## src/rtl/vc_crossbar4_alloc_pkg.sv

```systemverilog
// Shared types for the 4x4 crossbar allocator.
//   NPORTS   : port count (fixed at 4)
//   DEST_W   : width of a destination/input index
//   NDOMAINS : security domains, one round-robin pointer bank each
//   idx_t    : 2-bit port index / pointer
//   dom_t    : security domain tag
//   lock_t   : per-output grant lock (valid, locked input, owning domain)
package vc_crossbar4_alloc_pkg;
   localparam int NPORTS   = 4;
   localparam int DEST_W   = 2;
   localparam int NDOMAINS = 2;
   localparam int SD_W     = (NDOMAINS > 1) ? $clog2(NDOMAINS) : 1;

   typedef logic [DEST_W-1:0] idx_t;
   typedef logic [SD_W-1:0]   dom_t;

   typedef struct packed {
      logic vld;
      idx_t idx;
      dom_t sd;
   } lock_t;
endpackage

```

## src/rtl/vc_crossbar4_alloc_if.sv

```systemverilog
// Handshake bundle between the input/output ports and the allocator.
//   sd         : current security domain
//   in_val     : per-input request valid
//   in_dest    : 2-bit destination per input, {in3,in2,in1,in0}
//   in_rdy     : per-input accept
//   out_val    : per-output valid
//   out_rdy    : per-output downstream ready
//   sel0..sel3 : crossbar select, input index routed to output j
// slave = allocator side, master = port/crossbar side.
interface vc_crossbar4_alloc_if;
   import vc_crossbar4_alloc_pkg::*;
   dom_t       sd;
   logic [3:0] in_val;
   logic [7:0] in_dest;
   logic [3:0] in_rdy;
   logic [3:0] out_val;
   logic [3:0] out_rdy;
   idx_t       sel0, sel1, sel2, sel3;

   modport slave  (input  sd, in_val, in_dest, out_rdy,
                   output in_rdy, out_val, sel0, sel1, sel2, sel3);
   modport master (output sd, in_val, in_dest, out_rdy,
                   input  in_rdy, out_val, sel0, sel1, sel2, sel3);
endinterface

```

## src/rtl/vc_crossbar4_alloc_rr_arb4.sv

```systemverilog
// Combinational 4-way round-robin select.
//   req     : request per input
//   ptr     : highest-priority input
//   gnt_val : some input requests
//   gnt_idx : first requester at or after ptr (mod 4), 0 when none
module vc_rr_arb4
   import vc_crossbar4_alloc_pkg::*;
(
   input  logic [3:0] req,
   input  idx_t       ptr,
   output logic       gnt_val,
   output idx_t       gnt_idx
);
   idx_t cand;

   // Walk from farthest to nearest so the candidate closest to ptr wins.
   always_comb begin
      gnt_val = 1'b0;
      gnt_idx = '0;
      cand    = '0;
      for (int k = 3; k >= 0; k--) begin
         cand = ptr + idx_t'(k);
         if (req[cand]) begin
            gnt_val = 1'b1;
            gnt_idx = cand;
         end
      end
   end
endmodule

```

## src/rtl/vc_crossbar4_alloc.sv

```systemverilog
// Control side of the 4x4 crossbar: allocates outputs to requesting inputs.
//   clk   : clock, all state on rising edge
//   reset : asynchronous active-low reset
//   bus   : handshake bundle (slave side), see vc_crossbar4_alloc_if
// Per output: round-robin over inputs, pointer banked by security domain,
// grant locked while the output stalls. All outputs are combinational.
module vc_crossbar4_alloc
   import vc_crossbar4_alloc_pkg::*;
#(
   parameter int p_ndomains = NDOMAINS,
   parameter int p_nports   = NPORTS
) (
   input logic                 clk,
   input logic                 reset,
   vc_crossbar4_alloc_if.slave bus
);
   // ptr_q[d][j]: highest-priority input for output j in domain d
   idx_t  [p_ndomains-1:0][p_nports-1:0] ptr_q;
   lock_t [p_nports-1:0]                 lock_q;

   logic  [p_nports-1:0][p_nports-1:0]   req_m;   // [output][input]
   idx_t  [p_nports-1:0]                 cur_ptr;
   logic  [p_nports-1:0]                 rr_val, gnt_val, lock_hit;
   idx_t  [p_nports-1:0]                 rr_idx, gnt_idx, sel_a;
   logic  [p_nports-1:0]                 out_val;
   idx_t                                 d;

   always_comb begin
      req_m = '0;
      for (int j = 0; j < p_nports; j++)
         for (int i = 0; i < p_nports; i++)
            req_m[j][i] = bus.in_val[i] && (bus.in_dest[2*i +: 2] == idx_t'(j));
   end

   assign cur_ptr = ptr_q[bus.sd];

   vc_rr_arb4 u_arb [p_nports-1:0] (
      .req     (req_m),
      .ptr     (cur_ptr),
      .gnt_val (rr_val),
      .gnt_idx (rr_idx)
   );

   // A lock from another domain is invisible; a lock whose owner dropped
   // val yields no grant (and is cleared below).
   always_comb begin
      lock_hit = '0;
      gnt_val  = '0;
      gnt_idx  = '0;
      out_val  = '0;
      sel_a    = '0;
      for (int j = 0; j < p_nports; j++) begin
         lock_hit[j] = lock_q[j].vld && (lock_q[j].sd == bus.sd);
         gnt_val[j]  = lock_hit[j] ? req_m[j][lock_q[j].idx] : rr_val[j];
         gnt_idx[j]  = lock_hit[j] ? lock_q[j].idx : rr_idx[j];
         out_val[j]  = reset && gnt_val[j];
         sel_a[j]    = out_val[j] ? gnt_idx[j] : '0;
      end
   end

   always_comb begin
      bus.in_rdy = '0;
      d          = '0;
      for (int i = 0; i < p_nports; i++) begin
         d = bus.in_dest[2*i +: 2];
         bus.in_rdy[i] = bus.in_val[i] && out_val[d] && (sel_a[d] == idx_t'(i))
                         && bus.out_rdy[d];
      end
   end

   assign bus.out_val = out_val;
   assign bus.sel0    = sel_a[0];
   assign bus.sel1    = sel_a[1];
   assign bus.sel2    = sel_a[2];
   assign bus.sel3    = sel_a[3];

   always_ff @(posedge clk or negedge reset) begin
      if (!reset) begin
         ptr_q  <= '0;
         lock_q <= '0;
      end else begin
         for (int j = 0; j < p_nports; j++) begin
            if (gnt_val[j] && bus.out_rdy[j]) begin
               ptr_q[bus.sd][j] <= gnt_idx[j] + idx_t'(1);
               lock_q[j].vld    <= 1'b0;
            end else if (gnt_val[j]) begin
               lock_q[j] <= '{vld: 1'b1, idx: gnt_idx[j], sd: bus.sd};
            end else if (lock_hit[j]) begin
               lock_q[j].vld <= 1'b0;
            end
         end
      end
   end
endmodule

```

## src/flat_wrapper.sv

```systemverilog
// flat-port wrapper written by rule: the top's interface ports become plain ports
module vc_crossbar4_alloc_flat import vc_crossbar4_alloc_pkg::*;
#(
   parameter int p_ndomains = NDOMAINS,
   parameter int p_nports   = NPORTS
)
  (clk, reset, bus_sd, bus_in_val, bus_in_dest, bus_out_rdy, bus_in_rdy, bus_out_val, bus_sel0, bus_sel1, bus_sel2, bus_sel3);
  vc_crossbar4_alloc_if bus_i ();
  input logic clk;
  input logic reset;
  input wire logic [$bits(bus_i.sd)-1:0] bus_sd;
  input wire logic [$bits(bus_i.in_val)-1:0] bus_in_val;
  input wire logic [$bits(bus_i.in_dest)-1:0] bus_in_dest;
  input wire logic [$bits(bus_i.out_rdy)-1:0] bus_out_rdy;
  output wire logic [$bits(bus_i.in_rdy)-1:0] bus_in_rdy;
  output wire logic [$bits(bus_i.out_val)-1:0] bus_out_val;
  output wire logic [$bits(bus_i.sel0)-1:0] bus_sel0;
  output wire logic [$bits(bus_i.sel1)-1:0] bus_sel1;
  output wire logic [$bits(bus_i.sel2)-1:0] bus_sel2;
  output wire logic [$bits(bus_i.sel3)-1:0] bus_sel3;
  assign bus_i.sd = bus_sd;
  assign bus_i.in_val = bus_in_val;
  assign bus_i.in_dest = bus_in_dest;
  assign bus_i.out_rdy = bus_out_rdy;
  assign bus_in_rdy = bus_i.in_rdy;
  assign bus_out_val = bus_i.out_val;
  assign bus_sel0 = bus_i.sel0;
  assign bus_sel1 = bus_i.sel1;
  assign bus_sel2 = bus_i.sel2;
  assign bus_sel3 = bus_i.sel3;
  vc_crossbar4_alloc #(.p_ndomains(p_ndomains), .p_nports(p_nports)) u_core (.clk(clk), .reset(reset), .bus(bus_i));
endmodule
```

## config.mk

```make
export PLATFORM = sky130hd
export DESIGN_NAME = vc_crossbar4_alloc_flat
export DESIGN_NICKNAME = d
export VERILOG_FILES = /design/src/rtl/vc_crossbar4_alloc_pkg.sv /design/src/rtl/vc_crossbar4_alloc_if.sv /design/src/rtl/vc_crossbar4_alloc_rr_arb4.sv /design/src/rtl/vc_crossbar4_alloc.sv /design/src/flat_wrapper.sv
export SDC_FILE = /design/constraint.sdc
export NUM_CORES = 1
export LEC_CHECK = 0
export CORE_MARGIN = 2
export CORE_UTILIZATION = 58
export CTS_BUF_LIST = sky130_fd_sc_hd__clkbuf_8
export CTS_CLUSTER_DIAMETER = 80
export DETAILED_ROUTE_END_ITERATION = 12
export PLACE_DENSITY = 0.82
export SLEW_MARGIN = 30
export SYNTH_ARGS = -nofsm -noshare
export SYNTH_HDL_FRONTEND = slang
export SYNTH_SLANG_ARGS = --single-unit
```

## constraint.sdc

```tcl
create_clock -name clk -period 2.9 [get_ports clk]
set_clock_uncertainty 0.2 [all_clocks]
set_input_delay 0.29 -clock clk [delete_from_list [all_inputs] [get_ports clk]]
set_output_delay 0.29 -clock clk [all_outputs]
set_load 0.02 [all_outputs]
```

==> impl_results.md, run 1 <==
* Placed cell count at 498
* GRT Total Usage at 67.4%
* GRT worst endpoint: bus_in_rdy[1]
* Distinct cells, synth at 68
* Syn Area/Cell at 9.44 um^2
* Total CTS buffers at 5
* Clock Tree Buf Depth at 2
* Width of the die at 74.5 um
* RD Place Congestion at 0.973
* Register area share after synthesis at 27.8%
* Initial Utilization at 60.6%
* Yosys warns at 0
* Synth area leaders: dfrtp_1, mux2_2, mux4_2, mux2i_1, nand3_1
* Post-place setup slack at -1020 ps
* Mapped Area at 0.00288 mm^2
* Post-synth EDFFs at 0
* Synth Instances at 305
* I/O pins at 35
* Root buffer cell: clkbuf_8
* First error: [ERROR GRT-0232] Routing congestion too high. Check the congestion heatmap in the GUI.
* DIE HEIGHT at 74.5 um
* Post-synth top cells: dfrtp_1, mux2_2, nand2_1
* Row Count at 25
* Number of H-tree levels at 2
* Largest net degree at the start of global routing at 20
* Synth Register Bits at 32
* Count leader, synth: dfrtp_1
* Post-Syn Nets at 324
* Total gr overflow at 4
* Top_reg_cell synth: dfrtp_1
* Yosys top cell area share at 27.8%
* CTS Sinks at 32
* Asr flop ratio synth at 100%
* Status: aborted with a tool error
* Stopped at: 5_1_grt
* I/O Buffers at 34
* Largest area contributor in the netlist: dfrtp_1
* Worst endpoint type: output port
* Hpwl dp at 7.29 mm
stage by stage:
stage	hold WS [ps]	TNS, ps	cell area [um^2]
CTS	249	-96.3	4260
detailed placement	135	-13300	4030
global placement	133	-10910	4030
floorplan	-206	0	2910
routing by layer:
| layer | overflow | track usage, % |
|---|---|---|
| met2 | 1 | 88.2 |
| met4 | 3 | 65.9 |
| met1 | 0 | 68.8 |
| met3 | 0 | 46.5 |
| met5 | 0 | 5.56 |
logic make-up after synthesis:
| group | after synthesis | synth area share, % |
|---|---|---|
| flip-flops | 32 | 27.8 |
| XOR/XNOR | 8 | 2.43 |
| buffers and inverters | 30 | 5.99 |
| multiplexers | 46 | 20.8 |
| AO/OA/AOI/OAI | 72 | 18.2 |
| AND/OR/NAND/NOR | 117 | 24.8 |
timing repair:
item                                   in CTS
resized for setup                         107
setup endpoints to repair                  20
pin swaps                                  11
endpoints found under the hold margin      32
hold buffers                                1
buffers inserted                            4
==> run 2: changes to the inputs <==
--- a/config.mk
+++ b/config.mk
@@ -6,11 +6,9 @@
 export NUM_CORES = 1
 export LEC_CHECK = 0
 export CORE_MARGIN = 2
-export CORE_UTILIZATION = 58
-export CTS_BUF_LIST = sky130_fd_sc_hd__clkbuf_8
-export CTS_CLUSTER_DIAMETER = 80
+export CORE_UTILIZATION = 40
 export DETAILED_ROUTE_END_ITERATION = 12
-export PLACE_DENSITY = 0.82
+export PLACE_DENSITY_LB_ADDON = 0.15
 export SLEW_MARGIN = 30
 export SYNTH_ARGS = -nofsm -noshare
 export SYNTH_HDL_FRONTEND = slang
==> run 2 against run 1 <==
The flow now finishes, with violations (negative setup slack). Synthesized cell count did not move. Synthesized area did not move.
==> impl_results.md, run 2 <==
* Mapped Area at 0.00288 mm^2
* Status: finished with violations
* Hold Crit Class: in2async
* Clk_lat worst skew at 290 ps
* DRC at 0
* Worst path slowest cell: or3_4
* Area of the multi-input gates at 0.00216 mm^2
* Width of the die at 88.9 um
* Vias in the first global route at 3312
* Post-Syn Nets at 324
* Yosys top cell area share at 27.8%
* Share of layout cells above drive strength 1 at 55.5%
* Total CTS buffers at 5
* Core Region at 0.00687 mm^2
* Area Growth Syn to Fin at 63.6%
* Largest area contributor in the netlist: dfrtp_1
* First-pass GRT wire length at 16.0 mm
* Filler cells at 555
* Largest family of logic cells by synthesized area: simple AND/OR/NAND/NOR gates
* Leakage at 2.15 nW
* Detailed-routed wire length on met3 at 525 um
* Distinct cells, synth at 68
* Final setup fails at 4
* Synth area leaders: dfrtp_1, mux2_2, mux4_2, mux2i_1, nand3_1
* N_diodes at 0
* DRT iter0 DRCs at 187
* R2R depth at 9
* Max Slew Vio Count at 0
* Peak supply drop at 0.535 mV
* Register area share after synthesis at 27.8%
* Count leader, synth: dfrtp_1
* Worst-path maximum fanout at 12
* Crit start category: input port
* Detailed Route WL at 10.4 mm
* Row Count at 30
* Min Tclk post-route at 2970 ps
* WL met1 at 4.34 mm
* Max Fclk at 0.336 GHz
* Adder-cell share of the synthesized area at 0%
* Asr flop ratio synth at 100%
* Simple-Gate Fraction of Synth Area at 24.8%
* Initial antenna violation count at 0
* Vias per Instance at 5.61
* Worst Max-Slew Pin Slew at 376 ps
* Post-place setup slack at -915 ps
* Synth Instances at 305
* DIE HEIGHT at 88.9 um
* Post-synthesis mux area share at 20.8%
* WP data arrival at 2480 ps
* Initial Utilization at 41.9%
* Clock Tree Buf Depth at 2
* RD Place Congestion at 0.895
* Clock-pin slew on the worst setup and hold paths at 80 ps
* R2r setup slk at 460 ps
* Share of the synthesized netlist area taken by xor and xnor gates at 2.43%
* Largest net degree at the start of global routing at 25
* Critical Path Most Common Cell: buf_4
* CP cell instances: buf_4 -> bufbuf_16 -> or3_4 -> a21oi_2 -> a211oi_2 -> a22oi_4 -> and2b_2 -> o211a_1 -> nor4_2 -> buf_4
* Failing checks: negative setup slack
* Crit end category: output port
* Vias at 3210
* Crit-path max cell delay at 390 ps
* Post-synth top cells: dfrtp_1, mux2_2, nand2_1
* Nets at 494
* Hpwl dp at 7.40 mm
* Commonest non-fill, non-tap cells in the layout: buf_4, dfrtp_1, mux2_2, nand2_1, nand3_1
* Syn Area/Cell at 9.44 um^2
* Top_reg_cell synth: dfrtp_1
* I/O pins at 35
* Kind of critical path: in2out
* Final Hold Vio Count at 0
* I/O Buffers at 34
* GRT Total Usage at 26.7%
* Yosys warns at 0
* PwrDens at 729 mW/mm^2
* Routed wl met2 at 5.27 mm
* DR pass1 iterations at 4
* RSZ-0062 raised after global routing: true
* Register Area at 803 um^2
* Number of H-tree levels at 2
* CTS tree: yes
* DP Area at 0.00416 mm^2
* Worst reg2reg startpoint: u_core.ptr_q[9]$_DFFE_PN0P_
* Total gr overflow at 0
* Worst flop-to-flop path endpoint: u_core.ptr_q[8]$_DFFE_PN0P_
* Antenna viol nets, final at 0
* Final worst slack at -72.1 ps
* CTS Sinks at 32
* Commonest non-fill, non-tap cell in the layout: buf_4
* Root buffer cell: clkbuf_8
* Top routing layer in use: met4
* Worst slew margin at 74.8%
* Synth Area in Compound Gates at 18.2%
* Final period util at 102%
* Hold slack at 311 ps
* Crit path required time at 2410 ps
* Avg WL per Cell at 18.1 um
* Die area at 0.00790 mm^2
* Max Cap Violations at 0
* Post-synth EDFFs at 0
* Design Area, Final at 0.00471 mm^2
* Synth Register Bits at 32
* Biggest regs: u_core.lock_q x16, u_core.ptr_q x16
run 2: power by group:
part | total (mW) | switching [mW] | leakage [nW] | internal [mW]
Clock | 0.459 | 0.200 | 0.0548 | 0.259
Combinational | 2.15 | 0.965 | 1.71 | 1.19
Sequential | 0.824 | 0.174 | 0.382 | 0.650
run 2: logic make-up (layout without fill, tap and decap cells):
kind of cell	after synthesis	count (layout)
AND/OR/NAND/NOR	117	117
AO/OA/AOI/OAI	72	72
multiplexers	46	46
flip-flops	32	32
buffers and inverters	30	201
XOR/XNOR	8	8
run 2: layer usage:
metal	vias up	track usage, %
li1	1484	-
met1	1589	33.2
met2	110	46.9
met3	27	4.94
met4	0	8.13
met5	-	0
run 2: what timing repair did:
item                                   CTS  global route
setup buffers                           13            10
pin swaps                               13            21
endpoints found under the hold margin    8             0
gates resized for setup                105            41
hold buffers                             1             0
gates cloned                             2             0
setup endpoints to repair               17             7
run 2: per-stage QoR:
step / cells / power, mW / setup TNS [ps] / util [%]
6_report: 572 / 3.44 / -153 / 68.6
5_1_grt: 572 / 3.64 / -538 / 68.6
4_1_cts: 563 / 3.26 / -36.3 / 66.3
3_5_place_dp: 539 / 2.68 / -11120 / 60.5
3_3_place_gp: 539 / 2.62 / -10480 / 60.5
2_1_floorplan: 305 / 1.79 / 0 / -
run 2: how the worst max path moves through the flow:
| stage | endpoint | startpoint | slack [ps] | cells past startpoint |
|---|---|---|---|---|
| floorplan | bus_in_rdy[1] | bus_in_dest[0] | 50 | 8 |
| global placement | bus_in_rdy[1] | bus_in_dest[3] | -940 | 10 |
| detailed placement | bus_in_rdy[1] | bus_in_dest[3] | -920 | 10 |
| CTS | bus_in_rdy[3] | u_core.lock_q[5]$_DFFE_PN0P_ | -20 | 9 |
| global route | bus_in_rdy[0] | bus_sd | -150 | 10 |
| finish | bus_in_rdy[0] | bus_sd | -70 | 10 |
run 2: cell type report:
class / instances / area share, %
Timing Repair Buffer: 177 / 30.9
Sequential cell: 32 / 17.0
Clock inverter: 3 / 0.982
Inverter: 16 / 1.27
Tap cell: 96 / 2.55
Clock buffer: 5 / 1.46
Multi-Input combinational cell: 243 / 45.8
run 2: critical path, delay by kind of cell:
family,cells,cell delay (ps)
AND/OR/NAND/NOR,3,930
buffers and inverters,3,620
AO/OA/AOI/OAI,4,620
(Power assumes the default switching activity.)
==> run 3: changes to the inputs <==
--- a/config.mk
+++ b/config.mk
@@ -6,7 +6,8 @@
 export NUM_CORES = 1
 export LEC_CHECK = 0
 export CORE_MARGIN = 2
-export CORE_UTILIZATION = 40
+export CORE_UTILIZATION = 50
+export CTS_BUF_LIST = sky130_fd_sc_hd__clkbuf_2 sky130_fd_sc_hd__clkbuf_4 sky130_fd_sc_hd__clkbuf_8
 export DETAILED_ROUTE_END_ITERATION = 12
 export PLACE_DENSITY_LB_ADDON = 0.15
 export SLEW_MARGIN = 30
==> run 3 against run 2 <==
The run still ends with negative setup slack left. Sequential cell count unchanged. Count of clock-buffer cells in the layout unchanged. Critical endpoint unchanged. Total power decreased by 5.7%. Largest cell class unchanged.
==> impl_results.md, run 3 (synthesis results as in run 2) <==
* Setup TNS at -257 ps
* Min Tclk post-route at 2990 ps
* Width of the die at 79.9 um
* CTS tree: yes
* RD Place Congestion at 0.998
* GRT Total Usage at 31.8%
* Leakage at 2.07 nW
* Antenna viol nets, final at 0
* Total CTS buffers at 5
* Avg WL per Cell at 19.2 um
* Failing checks: negative setup slack
* Biggest regs: u_core.lock_q x16, u_core.ptr_q x16
* Psw at 1.29 mW
* Max Fclk at 0.335 GHz
* Max Slew Vio Count at 0
* Row Count at 27
* Core Region at 0.00554 mm^2
* CTS Sinks at 32
* Crit end category: output port
* N_diodes at 0
* Filler cells at 331
* PwrDens at 718 mW/mm^2
* Peak supply drop at 0.519 mV
* Vias at 3310
* Final period util at 103%
* Area of the multi-input gates at 0.00215 mm^2
* DRT iter0 DRCs at 249
* Crit path required time at 2410 ps
* Clock Tree Buf Depth at 2
* Hpwl dp at 7.10 mm
* I/O pins at 35
* Worst Max-Slew Pin Slew at 408 ps
* Number of H-tree levels at 2
* Die area at 0.00638 mm^2
* Final setup fails at 4
* DR pass1 iterations at 5
* DIE HEIGHT at 79.9 um
* Initial antenna violation count at 0
* Worst slew margin at 72.8%
* Sw Ratio at 39.9%
* Hold Crit Class: in2async
* Register Area at 801 um^2
* Met2 GRT Util at 56.1%
* Met3 Usage GRT at 7.01%
* Initial Utilization at 52.0%
* Vias in the first global route at 3328
* Clk_lat worst skew at 280 ps
* R2R depth at 7
* Area Growth Syn to Fin at 56.7%
* Final worst slack at -86.3 ps
* First-pass GRT wire length at 15.6 mm
* Commonest non-fill, non-tap cell in the layout: buf_4
* GRT busiest layer: met2
* Total gr overflow at 0
* GRT met1 Usage at 36.6%
* Largest net degree at the start of global routing at 31
* Clock power share at 9.7%
* Detailed Route WL at 10.4 mm
* Core Util, Final at 81.5%
* Max Cap Violations at 0
* Post-place setup slack at -920 ps
* Crit start category: input port
* Share of layout cells above drive strength 1 at 53.2%
* Reg power frac at 25.1%
* WP data arrival at 2500 ps
* Commonest non-fill, non-tap cells in the layout: buf_4, dfrtp_1, mux2_2, nand2_1, nand3_1
* I/O Buffers at 34
* Nets at 489
* Design Area, Final at 0.00451 mm^2
* DRC at 0
* Status: finished with violations
* RSZ-0062 raised after global routing: true
* Worst-path maximum fanout at 10
* Share of total power in combinational logic at 65.2%
* DP Area at 0.00409 mm^2
* Root buffer cell: clkbuf_8
* Final Hold Vio Count at 0
* Kind of critical path: in2out
* Cell Int Power at 1.95 mW
* Vias per Instance at 6.13
* Clock-pin slew on the worst setup and hold paths at 60 ps
-- run 3: power by group through the flow --
stage	logic (mW)	clock network [mW]	registers [mW]
CTS	1.98	0.315	0.802
floorplan	1.01	0	0.784
global route	2.25	0.337	0.835
finish	2.11	0.313	0.815
global placement	1.79	0	0.788
detailed placement	1.85	0	0.803
-- run 3: metrics by stage --
step,power [mW],hold WS (ps),std cells
finish,3.24,287,540
global route,3.42,286,540
CTS,3.09,284,532
detailed placement,2.65,48.8,512
global placement,2.58,49.2,512
floorplan,1.79,-206,305
-- run 3: path summary, 6_finish.rpt --
kind                                              startpoint                             to  slack [ps]
worst max-delay path                                  bus_sd                  bus_in_rdy[0]         -90
worst min-delay path                                   reset  u_core.lock_q[12]$_DFFE_PN0P_         290
worst max register to register   u_core.ptr_q[1]$_DFFE_PN0P_    u_core.ptr_q[8]$_DFFE_PN0P_         470
worst min register to register  u_core.lock_q[0]$_DFFE_PN0P_   u_core.lock_q[0]$_DFFE_PN0P_         320
max in group asynchronous                              reset   u_core.lock_q[9]$_DFFE_PN0P_        1580
min in group clk                                      bus_sd   u_core.lock_q[4]$_DFFE_PN0P_         290
-- run 3: metal layers --
metal	up-vias	routed length, um
li1	1480	-
met1	1599	3960
met2	190	5320
met3	41	774
met4	0	334
met5	-	0
-- run 3: area by class of cell --
cell class / count / share of cell area (%)
Clock buffer: 5 / 1.52
Timing Repair Buffer: 172 / 29.8
Sequential cell: 32 / 17.7
Inverter: 16 / 1.36
Tap cell: 72 / 2.00
Multi-Input combinational cell: 243 / 47.6
-- run 3: what timing repair did --
| action | in CTS | in global routing |
|---|---|---|
| pin swaps | 16 | 18 |
| hold buffers | 1 | 0 |
| gates resized for setup | 95 | 37 |
| buffers inserted | 13 | 8 |
| endpoints found under the setup margin | 18 | 9 |
| cloned | 1 | 0 |
| hold endpoints to repair | 2 | 0 |
-- run 3: worst max-delay path, stage by stage --
cell and delay, ps:
buf_2 150, buf_12 160, buf_4 140, mux2i_2 250
buf_4 160, a21oi_1 60, o21ai_0 200, o22ai_2 150
nor3b_1 360, a21oi_1 200, nor4_4 180, buf_4 180
==> run 4: changes to the inputs <==
--- a/config.mk
+++ b/config.mk
@@ -9,7 +9,7 @@
 export CORE_UTILIZATION = 50
 export CTS_BUF_LIST = sky130_fd_sc_hd__clkbuf_2 sky130_fd_sc_hd__clkbuf_4 sky130_fd_sc_hd__clkbuf_8
 export DETAILED_ROUTE_END_ITERATION = 12
-export PLACE_DENSITY_LB_ADDON = 0.15
+export PLACE_DENSITY = 0.83
 export SLEW_MARGIN = 30
 export SYNTH_ARGS = -nofsm -noshare
 export SYNTH_HDL_FRONTEND = slang
==> run 4 against run 3 <==
The flow still finishes with violations (negative setup slack). Utilization up 3.1 points. Maximum frequency is 14% lower. Total power grew 14%. First-iteration DRC count is 130% higher. Cell count grew 0.19%. Global-route usage rose by 6.6 points. Non-clock buffer count fell by 2. Register-to-register slack got worse by 80 ps. Largest cell class unchanged. Highest routed layer unchanged.
==> impl_results.md, run 4 (synthesis results as in run 2) <==
* DRC at 0
* Min Tclk post-route at 3480 ps
* DIE HEIGHT at 79.9 um
* Filler cells at 285
* Crit path required time at 2410 ps
* PwrDens at 788 mW/mm^2
* Clk_lat worst skew at 310 ps
* Initial antenna violation count at 0
* Worst path slowest cell: mux4_2
* Root buffer cell: clkbuf_8
* Number of H-tree levels at 2
* DR pass1 iterations at 6
* Row Count at 27
* Kind of critical path: in2out
* Total CTS buffers at 5
* Sw Ratio at 42.2%
* Final worst slack at -579 ps
* Detailed Route WL at 14.6 mm
* N_diodes at 0
* Crit start category: input port
* Hpwl dp at 7.09 mm
* CTS Sinks at 32
* RD Place Congestion at 0.964
* Total gr overflow at 0
* Initial Utilization at 52.0%
* Avg WL per Cell at 27.0 um
* Final Hold Vio Count at 0
* Core Region at 0.00554 mm^2
* Peak supply drop at 0.546 mV
* Core Util, Final at 84.6%
* GRT Total Usage at 38.3%
* Layout Cells excl Fill at 541
* Max Cap Violations at 0
* Vias per Instance at 7.03
* Clock Tree Buf Depth at 2
* Worst-path maximum fanout at 4
* Cell Int Power at 2.13 mW
* Antenna viol nets, final at 0
* Critical Path Most Common Cell: buf_4
* WP data arrival at 2990 ps
* Vias in the first global route at 3678
* Final setup fails at 10
* I/O Buffers at 34
* Status: finished with violations
* Hold Crit Class: in2reg
* First-pass GRT wire length at 18.5 mm
* Worst slew margin at 68.9%
* Area Growth Syn to Fin at 62.7%
* Psw at 1.56 mW
* CP cell instances: clkdlybuf4s15_2 -> buf_4 -> nand3b_1 -> mux4_2 -> nor2b_4 -> nor3_4 -> buf_4 -> and2_4 -> a221oi_4 -> and4b_1 -> buf_6
* Worst Max-Slew Pin Slew at 467 ps
* Biggest regs: u_core.lock_q x16, u_core.ptr_q x16
* Clock-pin slew on the worst setup and hold paths at 80 ps
* RSZ-0062 raised after global routing: true
* Largest net degree at the start of global routing at 26
* Crit-path max cell delay at 550 ps
* Reg power frac at 23.3%
* Die area at 0.00638 mm^2
* Share of layout cells above drive strength 1 at 57.6%
* Commonest non-fill, non-tap cell in the layout: buf_4
* Vias at 3802
* I/O pins at 35
* DRT iter0 DRCs at 566
* Nets at 487
* CTS tree: yes
* Failing checks: negative setup slack
* Share of total power in combinational logic at 63.2%
* Placed cell count at 507
* Clock power share at 13.4%
* Leakage at 2.13 nW
* Max Fclk at 0.287 GHz
* Design Area, Final at 0.00469 mm^2
* Width of the die at 79.9 um
* DP Area at 0.00404 mm^2
* Max Slew Vio Count at 0
* Crit end category: output port
* Final period util at 120%
* Commonest non-fill, non-tap cells in the layout: buf_4, dfrtp_1, mux2_2, nand2_1, nand3_1
-- run 4: cell count changes in the layout (fill, tap and decap cells not counted), moves of 3 or more --
cell,previous run,this run
buf_4,134,126
clkdlybuf4s15_2,0,7
dlygate4sd2_1,12,5
buf_6,5,11
and2_4,3,6
clkbuf_2,8,5
-- run 4: metal layers --
metal	GRT usage (%)	vias to the layer above	share of wire [%]
met4	27.8	0	11
met2	63.8	391	44
met5	0	-	0
met3	9.05	174	14
met1	42.4	1762	31
li1	-	1475	-
-- run 4: worst paths after layout --
kind,from,end,slack [ps],depth (start not counted)
setup / recovery,bus_in_dest[5],bus_in_rdy[2],-580,11
max in group asynchronous,reset,u_core.lock_q[1]$_DFFE_PN0P_,1810,3
hold / removal,bus_sd,u_core.lock_q[8]$_DFFE_PN0P_,270,3
min in group asynchronous,reset,u_core.lock_q[4]$_DFFE_PN0P_,330,3
hold reg to reg,u_core.ptr_q[6]$_DFFE_PN0P_,u_core.ptr_q[6]$_DFFE_PN0P_,320,1
setup reg to reg,u_core.lock_q[5]$_DFFE_PN0P_,u_core.lock_q[4]$_DFFE_PN0P_,390,7
-- run 4: final cells by class --
type / instances / area, um^2 / area share [%]
multi-input combinational: 243 / 2220 / 47.4
timing repair buffer: 170 / 1390 / 29.6
sequential: 32 / 802 / 17.1
clock buffer: 7 / 96.3 / 2.06
tap: 72 / 90.1 / 1.92
inverter: 16 / 60.1 / 1.28
clock inverter: 1 / 30.0 / 0.641
-- run 4: metrics by stage --
step / hold slack [ps] / worst slack, ps / total power, mW / TNS [ps]
floorplan: -206 / 50.7 / 1.79 / 0
global placement: 111 / -983 / 2.52 / -11760
detailed placement: 106 / -952 / 2.61 / -12740
CTS: 246 / -107 / 3.25 / -178
global route: 289 / -526 / 3.80 / -2360
finish: 270 / -579 / 3.69 / -2710
-- run 4: worst max-delay path, delay by kind of cell --
kind | cells | cell delay [ps]
AND/OR/NAND/NOR | 5 | 1280
AO/OA/AOI/OAI | 1 | 70
multiplexers | 1 | 550
buffers and inverters | 4 | 790
-- run 4: what timing repair did --
item,in CTS,in global routing
setup endpoints to repair,22,14
cloned,1,0
hold endpoints to repair,32,0
resized for setup,129,48
pin swaps,21,26
hold buffers,1,0
setup buffers,14,11
-- run 4: power by group through the flow --
stage / Sequential (mW) / Clock [mW] / Combinational, mW
2_1_floorplan: 0.784 / 0 / 1.01
3_3_place_gp: 0.780 / 0 / 1.74
3_5_place_dp: 0.799 / 0 / 1.81
4_1_cts: 0.805 / 0.479 / 1.97
5_1_grt: 0.865 / 0.510 / 2.43
6_report: 0.861 / 0.496 / 2.33
